## src/rtl/array_ctrl.sv

```systemverilog
// Array access controller: element load/store, newarray and arraylength over a
// one-access-at-a-time trigger/done memory port. Build option: ARRAY_ZERO_FILL_EN.
module array_ctrl #(
    parameter int ARR_SIZE = 1024
) (
    input  logic                        clk,
    input  logic                        rst,
    input  logic                        op_valid,
    output logic                        op_ready,
    input  logic [1:0]                  op_code,
    input  logic [31:0]                 arrref,
    input  logic [31:0]                 index,
    input  logic [31:0]                 value,
    output logic                        res_valid,
    output logic [31:0]                 res_data,
    output logic [1:0]                  res_exc,
    output logic                        mem_trigger,
    output logic                        mem_write,
    output logic [$clog2(ARR_SIZE)-1:0] mem_addr,
    output logic [31:0]                 mem_wdata,
    input  logic [31:0]                 mem_rdata,
    input  logic                        mem_done
);

    localparam int ADDR = $clog2(ARR_SIZE);

    localparam logic [1:0] OP_LOAD  = 2'b00;
    localparam logic [1:0] OP_STORE = 2'b01;
    localparam logic [1:0] OP_NEW   = 2'b10;
    localparam logic [1:0] OP_LEN   = 2'b11;

    localparam logic [1:0] EXC_OK    = 2'b00;
    localparam logic [1:0] EXC_NULL  = 2'b01;
    localparam logic [1:0] EXC_OOB   = 2'b10;
    localparam logic [1:0] EXC_ALLOC = 2'b11;

    typedef enum logic [3:0] {
        IDLE,
        HDR,
        HDR_WAIT,
        ELEM,
        ELEM_WAIT,
        ALLOC,
        ALLOC_WAIT,
        RESP
`ifdef ARRAY_ZERO_FILL_EN
        ,
        ALLOC_ZERO,
        ALLOC_ZERO_WAIT
`endif
    } state_t;

    state_t           r_state;
    state_t           w_state_next;

    logic [1:0]       r_op;
    logic [31:0]      r_ref;
    logic [31:0]      r_index;
    logic [31:0]      r_value;
    logic [31:0]      r_len;
    logic [31:0]      w_len_next;
    logic [31:0]      r_free_ptr;
    logic [31:0]      w_free_ptr_next;
    logic             r_pend;

    logic             r_op_ready;
    logic             r_res_valid;
    logic [31:0]      r_res_data;
    logic [31:0]      w_res_data_next;
    logic [1:0]       r_res_exc;
    logic [1:0]       w_res_exc_next;
    logic             r_mem_trigger;
    logic             w_mem_trigger_next;
    logic             r_mem_write;
    logic             w_mem_write_next;
    logic [ADDR-1:0]  r_mem_addr;
    logic [ADDR-1:0]  w_mem_addr_next;
    logic [31:0]      r_mem_wdata;
    logic [31:0]      w_mem_wdata_next;

    logic             w_accept;
    logic             w_done;
    logic             w_commit;
    logic [ADDR-1:0]  w_elem_addr;
    logic [32:0]      w_alloc_end;

`ifdef ARRAY_ZERO_FILL_EN
    logic [ADDR-1:0]  r_zero_addr;
    logic [ADDR-1:0]  w_zero_addr_next;
    logic [ADDR-1:0]  w_zero_last;
    assign w_zero_last = ADDR'(r_free_ptr + r_index);
`endif

    assign w_accept    = op_valid && r_op_ready;
    // A done is only meaningful while one of our own accesses is outstanding.
    assign w_done      = mem_done && r_pend;
    assign w_elem_addr = ADDR'(r_ref + 32'd1 + r_index);
    assign w_alloc_end = {1'b0, r_free_ptr} + {1'b0, r_index} + 33'd1;

    always_comb begin
        w_state_next       = r_state;
        w_mem_trigger_next = 1'b0;
        w_mem_write_next   = r_mem_write;
        w_mem_addr_next    = r_mem_addr;
        w_mem_wdata_next   = r_mem_wdata;
        w_res_data_next    = r_res_data;
        w_res_exc_next     = r_res_exc;
        w_len_next         = r_len;
        w_free_ptr_next    = r_free_ptr;
        w_commit           = 1'b0;
`ifdef ARRAY_ZERO_FILL_EN
        w_zero_addr_next   = r_zero_addr;
`endif
        case (r_state)
            IDLE: begin
                if (w_accept) begin
                    w_state_next = (op_code == OP_NEW) ? ALLOC : HDR;
                end
            end
            HDR: begin
                if (r_ref == 32'd0) begin
                    w_state_next    = RESP;
                    w_res_data_next = 32'd0;
                    w_res_exc_next  = EXC_NULL;
                end else begin
                    w_mem_trigger_next = 1'b1;
                    w_mem_write_next   = 1'b0;
                    w_mem_addr_next    = r_ref[ADDR-1:0];
                    w_state_next       = HDR_WAIT;
                end
            end
            HDR_WAIT: begin
                if (w_done) begin
                    w_len_next = mem_rdata;
                    if (r_op == OP_LEN) begin
                        w_state_next    = RESP;
                        w_res_data_next = mem_rdata;
                        w_res_exc_next  = EXC_OK;
                    end else begin
                        w_state_next = ELEM;
                    end
                end
            end
            ELEM: begin
                // Unsigned compare also rejects negative indices.
                if (r_index >= r_len) begin
                    w_state_next    = RESP;
                    w_res_data_next = 32'd0;
                    w_res_exc_next  = EXC_OOB;
                end else begin
                    w_mem_trigger_next = 1'b1;
                    w_mem_write_next   = (r_op == OP_STORE);
                    w_mem_addr_next    = w_elem_addr;
                    w_mem_wdata_next   = r_value;
                    w_state_next       = ELEM_WAIT;
                end
            end
            ELEM_WAIT: begin
                if (w_done) begin
                    w_state_next    = RESP;
                    w_res_exc_next  = EXC_OK;
                    w_res_data_next = (r_op == OP_LOAD) ? mem_rdata : 32'd0;
                end
            end
            ALLOC: begin
                if (r_index[31] || (w_alloc_end > 33'(ARR_SIZE))) begin
                    w_state_next    = RESP;
                    w_res_data_next = 32'd0;
                    w_res_exc_next  = EXC_ALLOC;
                end else begin
                    w_mem_trigger_next = 1'b1;
                    w_mem_write_next   = 1'b1;
                    w_mem_addr_next    = r_free_ptr[ADDR-1:0];
                    w_mem_wdata_next   = r_index;
                    w_state_next       = ALLOC_WAIT;
                end
            end
            ALLOC_WAIT: begin
                if (w_done) begin
`ifdef ARRAY_ZERO_FILL_EN
                    if (r_index == 32'd0) begin
                        w_commit = 1'b1;
                    end else begin
                        w_zero_addr_next = ADDR'(r_free_ptr + 32'd1);
                        w_state_next     = ALLOC_ZERO;
                    end
`else
                    w_commit = 1'b1;
`endif
                end
            end
`ifdef ARRAY_ZERO_FILL_EN
            ALLOC_ZERO: begin
                w_mem_trigger_next = 1'b1;
                w_mem_write_next   = 1'b1;
                w_mem_addr_next    = r_zero_addr;
                w_mem_wdata_next   = 32'd0;
                w_state_next       = ALLOC_ZERO_WAIT;
            end
            ALLOC_ZERO_WAIT: begin
                if (w_done) begin
                    if (r_zero_addr == w_zero_last) begin
                        w_commit = 1'b1;
                    end else begin
                        w_zero_addr_next = r_zero_addr + 1'b1;
                        w_state_next     = ALLOC_ZERO;
                    end
                end
            end
`endif
            RESP: begin
                w_state_next = IDLE;
            end
            default: begin
                w_state_next = IDLE;
            end
        endcase

        // The free pointer only moves once the whole allocation has landed in memory.
        if (w_commit) begin
            w_state_next    = RESP;
            w_res_exc_next  = EXC_OK;
            w_res_data_next = r_free_ptr;
            w_free_ptr_next = r_free_ptr + r_index + 32'd1;
        end
    end

    always_ff @(posedge clk) begin
        if (rst) begin
            r_state       <= IDLE;
            r_op          <= OP_LOAD;
            r_ref         <= 32'd0;
            r_index       <= 32'd0;
            r_value       <= 32'd0;
            r_len         <= 32'd0;
            r_free_ptr    <= 32'd1;
            r_pend        <= 1'b0;
            r_op_ready    <= 1'b0;
            r_res_valid   <= 1'b0;
            r_res_data    <= 32'd0;
            r_res_exc     <= EXC_OK;
            r_mem_trigger <= 1'b0;
            r_mem_write   <= 1'b0;
            r_mem_addr    <= '0;
            r_mem_wdata   <= 32'd0;
        end else begin
            r_state       <= w_state_next;
            r_len         <= w_len_next;
            r_free_ptr    <= w_free_ptr_next;
            r_op_ready    <= (w_state_next == IDLE);
            r_res_valid   <= (w_state_next == RESP);
            r_res_data    <= w_res_data_next;
            r_res_exc     <= w_res_exc_next;
            r_mem_trigger <= w_mem_trigger_next;
            r_mem_write   <= w_mem_write_next;
            r_mem_addr    <= w_mem_addr_next;
            r_mem_wdata   <= w_mem_wdata_next;
            if (w_mem_trigger_next) begin
                r_pend <= 1'b1;
            end else if (mem_done) begin
                r_pend <= 1'b0;
            end
            if (w_accept) begin
                r_op    <= op_code;
                r_ref   <= arrref;
                r_index <= index;
                r_value <= value;
            end
        end
    end

`ifdef ARRAY_ZERO_FILL_EN
    always_ff @(posedge clk) begin
        if (rst) begin
            r_zero_addr <= '0;
        end else begin
            r_zero_addr <= w_zero_addr_next;
        end
    end
`endif

    assign op_ready    = r_op_ready;
    assign res_valid   = r_res_valid;
    assign res_data    = r_res_data;
    assign res_exc     = r_res_exc;
    assign mem_trigger = r_mem_trigger;
    assign mem_write   = r_mem_write;
    assign mem_addr    = r_mem_addr;
    assign mem_wdata   = r_mem_wdata;

endmodule

```

## config.mk

```make
export PLATFORM = sky130hd
export DESIGN_NAME = array_ctrl
export DESIGN_NICKNAME = d
export VERILOG_FILES = /design/src/rtl/array_ctrl.sv
export SDC_FILE = /design/constraint.sdc
export NUM_CORES = 1
export LEC_CHECK = 0
export BUFFER_PORTS_ARGS = -buffer_cell sky130_fd_sc_hd__buf_4
export CAP_MARGIN = 20
export CORE_UTILIZATION = 50
export CTS_CLUSTER_DIAMETER = 80
export DETAILED_ROUTE_END_ITERATION = 10
export GPL_TIMING_DRIVEN = 0
export PLACE_DENSITY = 0.72
export SYNTH_ARGS = -nofsm -noshare
export SYNTH_HDL_FRONTEND = slang
export SYNTH_SLANG_ARGS = --single-unit
```

## constraint.sdc

```tcl
create_clock -name clk -period 4.4 [get_ports clk]
set_input_delay 0.22 -clock clk [delete_from_list [all_inputs] [get_ports clk]]
set_output_delay 0.22 -clock clk [all_outputs]
set_load 0.1 [all_outputs]
```

==> results of run 1 <==
area by class of cell:
type	count	area (um^2)
fillers	2131	8110
clock inverters	5	60.1
repair buffers	346	2920
inverters	47	176
flip-flops and latches	247	4950
well taps	330	413
plain buffers	121	509
multi-input cells	1233	7530
clock buffers	42	802
worst max-delay path, stage by stage, from the launching register on:
cell,delay (ns)
dfxtp_1,0.40
ha_1,0.34
clkbuf_1,0.42
nand2_1,0.15
or3_1,0.36
a211oi_1,0.29
o21ai_0,0.22
a2111oi_0,0.43
o2111ai_1,0.18
and4bb_1,0.39
and4_1,0.20
buf_4,0.23
buf_6,0.19
buf_4,0.22
o21ai_1,0.10
o311a_1,0.16
sequential cells by signal, summed over array words and instances (netlist names), 4 cells and up:
| register | flops |
|---|---|
| r_value | 32 |
| r_state | 4 |
| r_free_ptr | 32 |
| res_data | 32 |
| r_ref | 32 |
| mem_wdata | 32 |
| r_index | 32 |
| mem_addr | 10 |
| r_len | 32 |
where the power goes:
part           switching, mW  leakage, nW  internal, mW
clock network          0.932        0.425          1.30
logic                  0.352         4.73         0.294
registers             0.0629         2.00          2.29
total                   1.35         7.15          3.89
placed cells by master, fill, tap and decap left out, types with 8 or more instances in the layout:
cell type | netlist | routed
nand2_1 | 348 | 348
nand4_1 | 23 | 23
mux2i_1 | 31 | 31
ha_1 | 73 | 73
inv_1 | 46 | 46
clkbuf_16 | 0 | 27
buf_4 | 2 | 216
nor4_1 | 12 | 12
a21oi_1 | 220 | 220
or3_1 | 13 | 13
nor3_1 | 21 | 20
o311a_1 | 65 | 65
a22oi_1 | 35 | 35
dfxtp_1 | 247 | 245
a21o_1 | 26 | 25
dlygate4sd3_1 | 0 | 131
o211ai_1 | 10 | 10
buf_1 | 9 | 9
nand3_1 | 53 | 53
clkbuf_1 | 101 | 105
nor2b_1 | 9 | 9
a31oi_1 | 14 | 13
xnor2_1 | 11 | 11
o21a_1 | 8 | 8
nor2_1 | 57 | 57
xor2_1 | 9 | 9
o21ai_0 | 68 | 68
nand2b_1 | 9 | 9
a211oi_1 | 16 | 15
worst paths after layout:
check	startpoint	to	slack [ns]
setup / recovery	r_index[16]	mem_wdata[31]	0.01
hold / removal	rst	r_state[2]	0.04
setup reg to reg	r_index[16]	mem_wdata[31]	0.01
hold reg to reg	r_ref[11]	r_ref[11]	0.46
through the flow:
stage	worst slack [ns]	instance area, um^2	instances	util
floorplan	0.767	13100	1652	-
finish	0.0146	17400	2371	0.682
detailed placement	-0.323	15100	2194	0.594
CTS	0.00595	17300	2374	0.681
global placement	-0.343	15100	2194	0.594
global route	0.00466	17400	2371	0.682
metal layers:
layer,part of all wire,global-route usage
met2,0.48,0.604
met5,0,0
met1,0.43,0.453
met4,0.042,0.140
met3,0.054,0.0364
logic make-up (layout without fill, tap and decap cells):
| logic type | count (synthesis) | count (layout) |
|---|---|---|
| XOR/XNOR | 20 | 20 |
| multiplexers | 32 | 32 |
| buffers and inverters | 172 | 561 |
| flip-flops | 247 | 247 |
| other | 1 | 1 |
| adder cells (fa/ha/maj) | 75 | 75 |
| AND/OR/NAND/NOR | 575 | 575 |
| AO/OA/AOI/OAI | 530 | 530 |
what timing repair did:
item                       4_1_cts  5_1_grt
resized for setup                4        7
buffers inserted                 2        0
hold endpoints to repair       131        0
pin swaps                        1        1
hold buffers                   131        0
gates cloned                     0        0
setup endpoints to repair       73       79
==> flow_metrics.env, run 1 <==
export IMPL_status="complete, no violations"
export IMPL_portBuffers=212
export IMPL_rsz0062_at_grt="no"
export IMPL_power_total_mw=5.24
export IMPL_ys_seq_elements=247
export IMPL_die_area_um2=26900
export IMPL_endpoint_kind="flip-flop"
export IMPL_synth_top_area_share=0.377
export IMPL_synth_simple_area_share=0.194
export IMPL_post_route_min_period_ns=4.39
export IMPL_totalWireLength_um=48000
export IMPL_critical_path_required_ns=4.83
export IMPL_via_per_inst=5.94
export IMPL_hold_viol=0
export IMPL_grt_use_total=0.353
export IMPL_cts_tree="done"
export IMPL_synth_most_common_cell="nand2_1"
export IMPL_grt_max_degree=14
export IMPL_grt_pass1_vias=13200
export IMPL_wire_per_inst_um=20.3
export IMPL_yosys_warnings=0
export IMPL_netlist_instances=1652
export IMPL_place_gp_congestion=0.967
export IMPL_postRouteAntennaNets=0
export IMPL_fin_setup_tns_ns=0
export IMPL_synth_cell_type_count=74
export IMPL_cts_root_buf="clkbuf_16"
export IMPL_synth_area_um2=13100
export IMPL_cp_start_kind="flip-flop"
export IMPL_hold_depth=2
export IMPL_hpwl_um=36000
export IMPL_clock_sinks=247
export IMPL_gr_total_overflow=0
export IMPL_maxCapViolCount=0
export IMPL_clk_pin_slew_worst_paths_ns=0.06
export IMPL_core_area_um2=25500
export IMPL_synth_area_top_cells="dfxtp_1 (38%), nand2_1 (10%), a21oi_1 (8.4%)"
export IMPL_rows=58
export IMPL_cts_max_path_buffers=3
export IMPL_synth_fa_ha_area_frac=0.0727
export IMPL_hold_path_class="in -> reg"
export IMPL_drive_gt1_frac=0.145
export IMPL_vias=14100
export IMPL_yosys_area_share_xor_xnor=0.0133
export IMPL_drt_iter0_markers=1099
export IMPL_ir_drop_mv=0.351
export IMPL_synthArstFlopShare=0
export IMPL_synth_edff_count=0
export IMPL_grt_pass1_wl_um=72500
export IMPL_synthMuxAreaShare=0.0245
export IMPL_worst_slew_pin_slew_ns=0.918
export IMPL_critical_path_class="reg -> reg"
export IMPL_cts_buffers=27
export IMPL_powerDensity_nw_per_um2=302
export IMPL_leakagePower_nw=7.15
export IMPL_crit_arrival_ns=4.82
export IMPL_drc_errors=0
export IMPL_avgSynthCellArea_um2=7.94
export IMPL_synth_top_family_by_area="compound AO/OA/AOI/OAI gates"
export IMPL_post_route_period_util=0.997
export IMPL_synth_nets=1861
export IMPL_synth_area_leader_cell="dfxtp_1"
export IMPL_yosys_top_cells_count="nand2_1 (348), dfxtp_1 (247), a21oi_1 (220)"
export IMPL_synth_compound_area_frac=0.265
export IMPL_num_nets_final=2232
export IMPL_cts_htree_levels=1
export IMPL_final_setup_viol_count=0
export IMPL_critPathMaxFanout=10
export IMPL_die_h_um=164
export IMPL_synth_flop_cell="dfxtp_1"
export IMPL_hold_slack_ns=0.0445
export IMPL_clk_latency_ns=0.55
export IMPL_start_util=0.515
export IMPL_clock_skew_ns=0.0167
export IMPL_ys_seq_area_frac=0.377
export IMPL_ios=214
export IMPL_fmax_ghz=0.228
export IMPL_first_pass_iters=5
export IMPL_grt_antenna_before_repair=0
export IMPL_max_slew_margin_rel=0.388
export IMPL_final_max_slew_viol_count=0
export IMPL_ff2ff_path_depth=15
export IMPL_n_antenna_cell=0
export IMPL_die_w_um=164
export IMPL_area_growth_pct=32.3
Power figures use the tool's default switching activity.
==> run 2: changes to the inputs <==
ABC_AREA = 1   (was default)
MAX_ROUTING_LAYER = met4   (was default)
SLEW_MARGIN = 20   (was default)
==> flow_metrics.env, run 2 <==
export IMPL_status="finished with violations"
export IMPL_violations="design-rule violations"
export IMPL_hpwl_um=38100
export IMPL_synth_top_area_share=0.367
export IMPL_multi_input_comb_area_um2=7150
export IMPL_clock_skew_ns=0.0139
export IMPL_p_seq_frac=0.421
export IMPL_cts_buffers=28
export IMPL_die_area_um2=27600
export IMPL_worst_slew_pin_slew_ns=1.07
export IMPL_clk_pin_slew_worst_paths_ns=0.06
export IMPL_synth_fa_ha_area_frac=0.0708
export IMPL_wire_per_inst_um=18.1
export IMPL_leakagePower_nw=8.05
export IMPL_synth_area_um2=13500
export IMPL_synth_simple_area_share=0.277
export IMPL_p_sw_frac=0.288
export IMPL_cts_max_path_buffers=3
export IMPL_placed_area_um2=15500
export IMPL_synthArstFlopShare=0
export IMPL_yosys_warnings=0
export IMPL_yosys_area_share_xor_xnor=0.00325
export IMPL_hold_path_class="in -> reg"
export IMPL_p_int_mw=4.10
export IMPL_synth_edff_count=0
export IMPL_cts_resized=0
export IMPL_final_setup_viol_count=0
export IMPL_die_h_um=166
export IMPL_vias=15100
export IMPL_rows=59
export IMPL_n_antenna_cell=0
export IMPL_powerDensity_nw_per_um2=328
export IMPL_holdBufCountCts=113
export IMPL_rsz0062_at_grt="no"
export IMPL_core_area_um2=26200
export IMPL_ys_seq_elements=247
export IMPL_cts_root_buf="clkbuf_16"
export IMPL_totalWireLength_um=49900
export IMPL_fin_setup_tns_ns=0
export IMPL_num_nets_final=2609
export IMPL_place_gp_congestion=0.963
export IMPL_ir_drop_mv=0.298
export IMPL_first_pass_iters=10
export IMPL_postCtsSetupRepairBufs=0
export IMPL_post_route_period_util=0.893
export IMPL_synth_cell_type_count=42
export IMPL_netlist_instances=2044
export IMPL_die_w_um=166
export IMPL_ys_seq_area_frac=0.367
export IMPL_synth_area_top_cells="dfxtp_1 (37%), nand2_1 (11%), nor2_1 (8.8%)"
export IMPL_critical_path_required_ns=4.87
export IMPL_critPathMaxFanout=10
export IMPL_via_per_inst=5.48
export IMPL_synth_compound_area_frac=0.180
export IMPL_grt_pass1_vias=14400
export IMPL_regArea_um2=4940
export IMPL_fmax_ghz=0.255
export IMPL_grt_antenna_before_repair=0
export IMPL_pwr_share_comb=0.162
export IMPL_avgSynthCellArea_um2=6.59
export IMPL_final_max_slew_viol_count=0
export IMPL_p_switching_mw=1.66
export IMPL_fillCellCount=2325
export IMPL_endpoint_kind="flip-flop"
export IMPL_cp_start_kind="flip-flop"
export IMPL_drt_iter0_markers=1671
export IMPL_layout_commonest_cell="nand2_1"
export IMPL_cts_tree="done"
export IMPL_gr_total_overflow=0
export IMPL_maxCapViolCount=0
export IMPL_synthMuxAreaShare=0
export IMPL_drive_gt1_frac=0.121
export IMPL_start_util=0.514
export IMPL_critical_path_class="reg -> reg"
export IMPL_clk_latency_ns=0.55
export IMPL_ios=214
export IMPL_crit_arrival_ns=4.40
export IMPL_yosys_top_cells_count="nand2_1 (385), nor2_1 (315), dfxtp_1 (247), inv_1 (247), o21ai_0 (220)"
export IMPL_synth_flop_cell="dfxtp_1"
export IMPL_clockPowerShare=0.417
export IMPL_synth_most_common_cell="nand2_1"
export IMPL_hold_viol=0
export IMPL_area_growth_pct=30.5
export IMPL_cts_htree_levels=1
export IMPL_drc_errors=8
export IMPL_synth_area_leader_cell="dfxtp_1"
export IMPL_post_route_min_period_ns=3.93
export IMPL_clock_sinks=247
export IMPL_max_slew_margin_rel=0.279
export IMPL_postRouteAntennaNets=0
export IMPL_grt_use_total=0.369
export IMPL_synth_nets=2253
export IMPL_most_common_layout_cells="nand2_1 (385), nor2_1 (315), inv_1 (247), dfxtp_1 (247), o21ai_0 (220)"
export IMPL_grt_max_degree=14
export IMPL_fin_area_um2=17600
export IMPL_portBuffers=213
export IMPL_grt_pass1_wl_um=77500
export IMPL_synth_top_family_by_area="simple AND/OR/NAND/NOR gates"
## run 2: changes by cell type after synthesis, moves of 16 or more
cell | previous run | this run
o311a_1 | 65 | 0
a21o_1 | 26 | 1
a211oi_1 | 16 | 0
mux2i_1 | 31 | 0
o21ai_0 | 68 | 220
inv_1 | 46 | 247
a22oi_1 | 35 | 1
clkbuf_1 | 101 | 76
nand2_1 | 348 | 385
nand3_1 | 53 | 148
a21oi_1 | 220 | 173
nor2_1 | 57 | 315
## run 2: area by class of cell
| class | instances | area share |
|---|---|---|
| clock buffer | 36 | 0.0457 |
| tap | 335 | 0.0239 |
| multi-input combinational | 1442 | 0.407 |
| sequential | 247 | 0.281 |
| buffer | 98 | 0.0232 |
| timing repair buffer | 326 | 0.155 |
| clock inverter | 15 | 0.00855 |
| inverter | 257 | 0.0549 |
## run 2: kinds of logic (layout without fill, tap and decap cells)
family | Yosys count | after routing
buffers and inverters | 355 | 732
AOI/OAI and AO/OA | 457 | 457
and+or+nand+nor | 904 | 904
adders and majority gates | 75 | 75
DFF | 247 | 247
xor gates and xnor gates | 5 | 5
other | 1 | 1
## run 2: metrics by stage
step / setup WS [ns] / std cells / power (mW) / hold WS [ns] / utilization
final: 0.471 / 2756 / 5.76 / 0.0191 / 0.670
after global routing: 0.317 / 2756 / 5.97 / 0.0180 / 0.670
after CTS: 0.608 / 2756 / 5.74 / 0.000916 / 0.670
after detailed placement: 0.646 / 2592 / 3.29 / 0.452 / 0.591
after global placement: 0.659 / 2592 / 3.28 / 0.443 / 0.591
after floorplan: 1.70 / 2044 / 2.97 / 0.355 / -
## run 2: worst paths after layout
check / start / end / slack (ns) / cells after the start
worst min-delay path: mem_done / r_pend / 0.02 / 4
worst max register to register: r_index[1] / res_data[14] / 0.47 / 21
worst min register to register: r_len[21] / r_len[21] / 0.46 / 2
worst max-delay path: r_index[1] / res_data[14] / 0.47 / 21
## run 2: worst max-delay path, stage by stage, from the launching register on
cell and delay [ns]:
dfxtp_1 0.47, inv_1 0.23, fa_1 0.51, inv_1 0.15, nand3_1 0.08, nand2_1 0.10
nand2_1 0.07, nand2_1 0.15, nand2_1 0.10, nand2_1 0.13, nand2_1 0.13, nand3_1 0.10
nand2_1 0.07, nor2_1 0.11, nand2_1 0.10, nor2_2 0.25, nand3_4 0.23, nand2_2 0.22
buf_6 0.19, buf_6 0.16, a21oi_1 0.12, nor2_1 0.16
## run 2: power groups by stage
stage                     combinational, mW  sequential [mW]  clock (mW)
after global routing                   1.02             2.43        2.52
after detailed placement              0.823             2.47           0
after floorplan                       0.438             2.53           0
final                                 0.931             2.42        2.40
after CTS                             0.909             2.42        2.41
after global placement                0.815             2.47           0
## run 2: layer usage
metal | vias up | GRT usage | share of wire
met5 | - | - | 0
met2 | 624 | 0.621 | 0.47
met1 | 7003 | 0.476 | 0.43
li1 | 7378 | - | -
met3 | 91 | 0.0350 | 0.072
met4 | 0 | 0.0943 | 0.024
==> run 3: changes to the inputs <==
CORE_ASPECT_RATIO = 1.25   (was default)
SLEW_MARGIN = default   (was 20)
==> flow_metrics.env, run 3 (synthesis gave the netlist of run 2 again) <==
export IMPL_grt_use_total=0.373
export IMPL_first_pass_iters=6
export IMPL_portBuffers=213
export IMPL_rows=66
export IMPL_grt_pass1_vias=14600
export IMPL_gr_total_overflow=0
export IMPL_placed_cells=2597
export IMPL_most_common_layout_cells="nand2_1 (385), nor2_1 (315), inv_1 (247), dfxtp_1 (247), o21ai_0 (220)"
export IMPL_cts_resized=0
export IMPL_num_nets_final=2593
export IMPL_core_area_um2=26300
export IMPL_die_w_um=149
export IMPL_rrSetupSlack_ns=0.49
export IMPL_hold_slack_ns=0.00530
export IMPL_maxCapViolCount=0
export IMPL_hold_path_class="in -> reg"
export IMPL_critPathMaxFanout=10
export IMPL_drc_errors=0
export IMPL_leakagePower_nw=7.95
export IMPL_fin_setup_tns_ns=0
export IMPL_via_per_inst=5.46
export IMPL_crit_arrival_ns=4.33
export IMPL_fmax_ghz=0.256
export IMPL_hpwl_um=38700
export IMPL_holdPathEnd="r_pend"
export IMPL_placed_area_um2=15500
export IMPL_hold_start="mem_done"
export IMPL_grt_pass1_wl_um=76700
export IMPL_max_slew_margin_rel=0.319
export IMPL_clk_pin_slew_worst_paths_ns=0.07
export IMPL_final_max_slew_viol_count=0
export IMPL_totalWireLength_um=50300
export IMPL_cts_max_path_buffers=3
export IMPL_die_area_um2=27600
export IMPL_multi_input_comb_area_um2=7150
export IMPL_ff2ff_path_depth=21
export IMPL_critical_path_class="reg -> reg"
export IMPL_layout_cells_non_filler=2745
export IMPL_postCtsSetupRepairBufs=0
export IMPL_cts_tree="done"
export IMPL_cts_htree_levels=1
export IMPL_grt_antenna_before_repair=0
export IMPL_clk_latency_ns=0.54
export IMPL_rsz0062_at_grt="no"
export IMPL_grt_max_degree=15
export IMPL_fin_area_um2=17400
export IMPL_hold_viol=0
export IMPL_hold_depth=4
export IMPL_critical_path_required_ns=4.82
export IMPL_r2r_start="r_index[1]"
export IMPL_postRouteAntennaNets=0
export IMPL_clock_sinks=247
export IMPL_ir_drop_mv=0.270
export IMPL_regArea_um2=4940
export IMPL_r2r_end="res_data[28]"
export IMPL_post_route_min_period_ns=3.91
export IMPL_drive_gt1_frac=0.120
export IMPL_status="complete, no violations"
export IMPL_clock_skew_ns=0.0153
export IMPL_layout_commonest_cell="nand2_1"
export IMPL_vias=15000
export IMPL_post_route_period_util=0.889
export IMPL_utilization=0.661
export IMPL_cp_start_kind="flip-flop"
export IMPL_powerDensity_nw_per_um2=325
export IMPL_wire_per_inst_um=18.3
export IMPL_place_gp_congestion=0.952
export IMPL_fillCellCount=2394
export IMPL_cts_root_buf="clkbuf_16"
export IMPL_cts_buffers=26
export IMPL_drt_iter0_markers=1028
export IMPL_start_util=0.513
export IMPL_final_setup_viol_count=0
export IMPL_ios=214
export IMPL_worst_slew_pin_slew_ns=1.01
export IMPL_area_growth_pct=29.0
export IMPL_endpoint_kind="flip-flop"
export IMPL_die_h_um=185
## run 3: cell types whose count changed in the layout (fill, tap and decap cells not counted)
| cell | previous run | this run |
|---|---|---|
| clkbuf_16 | 29 | 27 |
| diode_2 | 0 | 1 |
| dlygate4sd3_1 | 113 | 99 |
| clkbuf_1 | 78 | 80 |
| clkinv_8 | 1 | 0 |
| clkinv_2 | 8 | 4 |
| clkinvlp_4 | 1 | 2 |
| clkbuf_8 | 5 | 4 |
| inv_6 | 0 | 2 |
## run 3: through the flow
stage               total power [mW]  setup slack, ns
finish                          5.64            0.487
global route                    5.81            0.250
floorplan                       2.97             1.70
global placement                3.28            0.632
CTS                             5.62            0.563
detailed placement              3.29            0.618
## run 3: final cells by class
type	count	share of cell area
plain buffers	98	0.0235
well taps	340	0.0245
inverters	257	0.0555
repair buffers	312	0.149
multi-input cells	1442	0.412
diodes	1	0.000144
clock buffers	35	0.0429
clock inverters	13	0.00800
flip-flops and latches	247	0.285
## run 3: metal layers
layer,vias to the layer above,global-route usage,share of wire
met5,-,-,0
met4,0,0.165,0.045
met3,134,0.0426,0.067
met2,617,0.668,0.50
met1,6895,0.416,0.39
li1,7345,-,-
## run 3: critical path, stage by stage, from the launching register on
cell,delay [ns]
dfxtp_1,0.49
inv_1,0.22
fa_1,0.50
inv_1,0.13
nand3_1,0.09
nand2_1,0.11
nand2_1,0.08
nand2_1,0.15
nand2_1,0.09
nand2_1,0.15
nand2_1,0.15
nand3_1,0.12
nand2_1,0.08
nor2_1,0.14
nand2_1,0.12
nor2_2,0.24
nand3_4,0.21
nand2_2,0.18
buf_2,0.31
nand3_1,0.12
nand2_1,0.08
nor2_1,0.04
## run 3: worst max path at each step
stage | startpoint | end | slack, ns | cells after the start
after CTS | r_index[1] | res_data[12] | 0.56 | 21
final | r_index[1] | res_data[28] | 0.49 | 21
after detailed placement | r_index[1] | res_data[12] | 0.62 | 21
after global routing | r_index[1] | res_data[29] | 0.25 | 21
after global placement | r_index[1] | res_data[16] | 0.63 | 21
after floorplan | r_index[0] | res_exc[1] | 1.70 | 22
## run 3: where the power goes
part	leakage [nW]	internal [mW]	total [mW]	switching (mW)
Sequential	2.01	2.33	2.43	0.101
Clock	0.432	1.32	2.29	0.977
Combinational	5.51	0.358	0.917	0.559
## run 3: what timing repair did
item,4_1_cts,5_1_grt
hold endpoints to repair,99,0
setup endpoints to repair,0,0
hold buffers,99,0
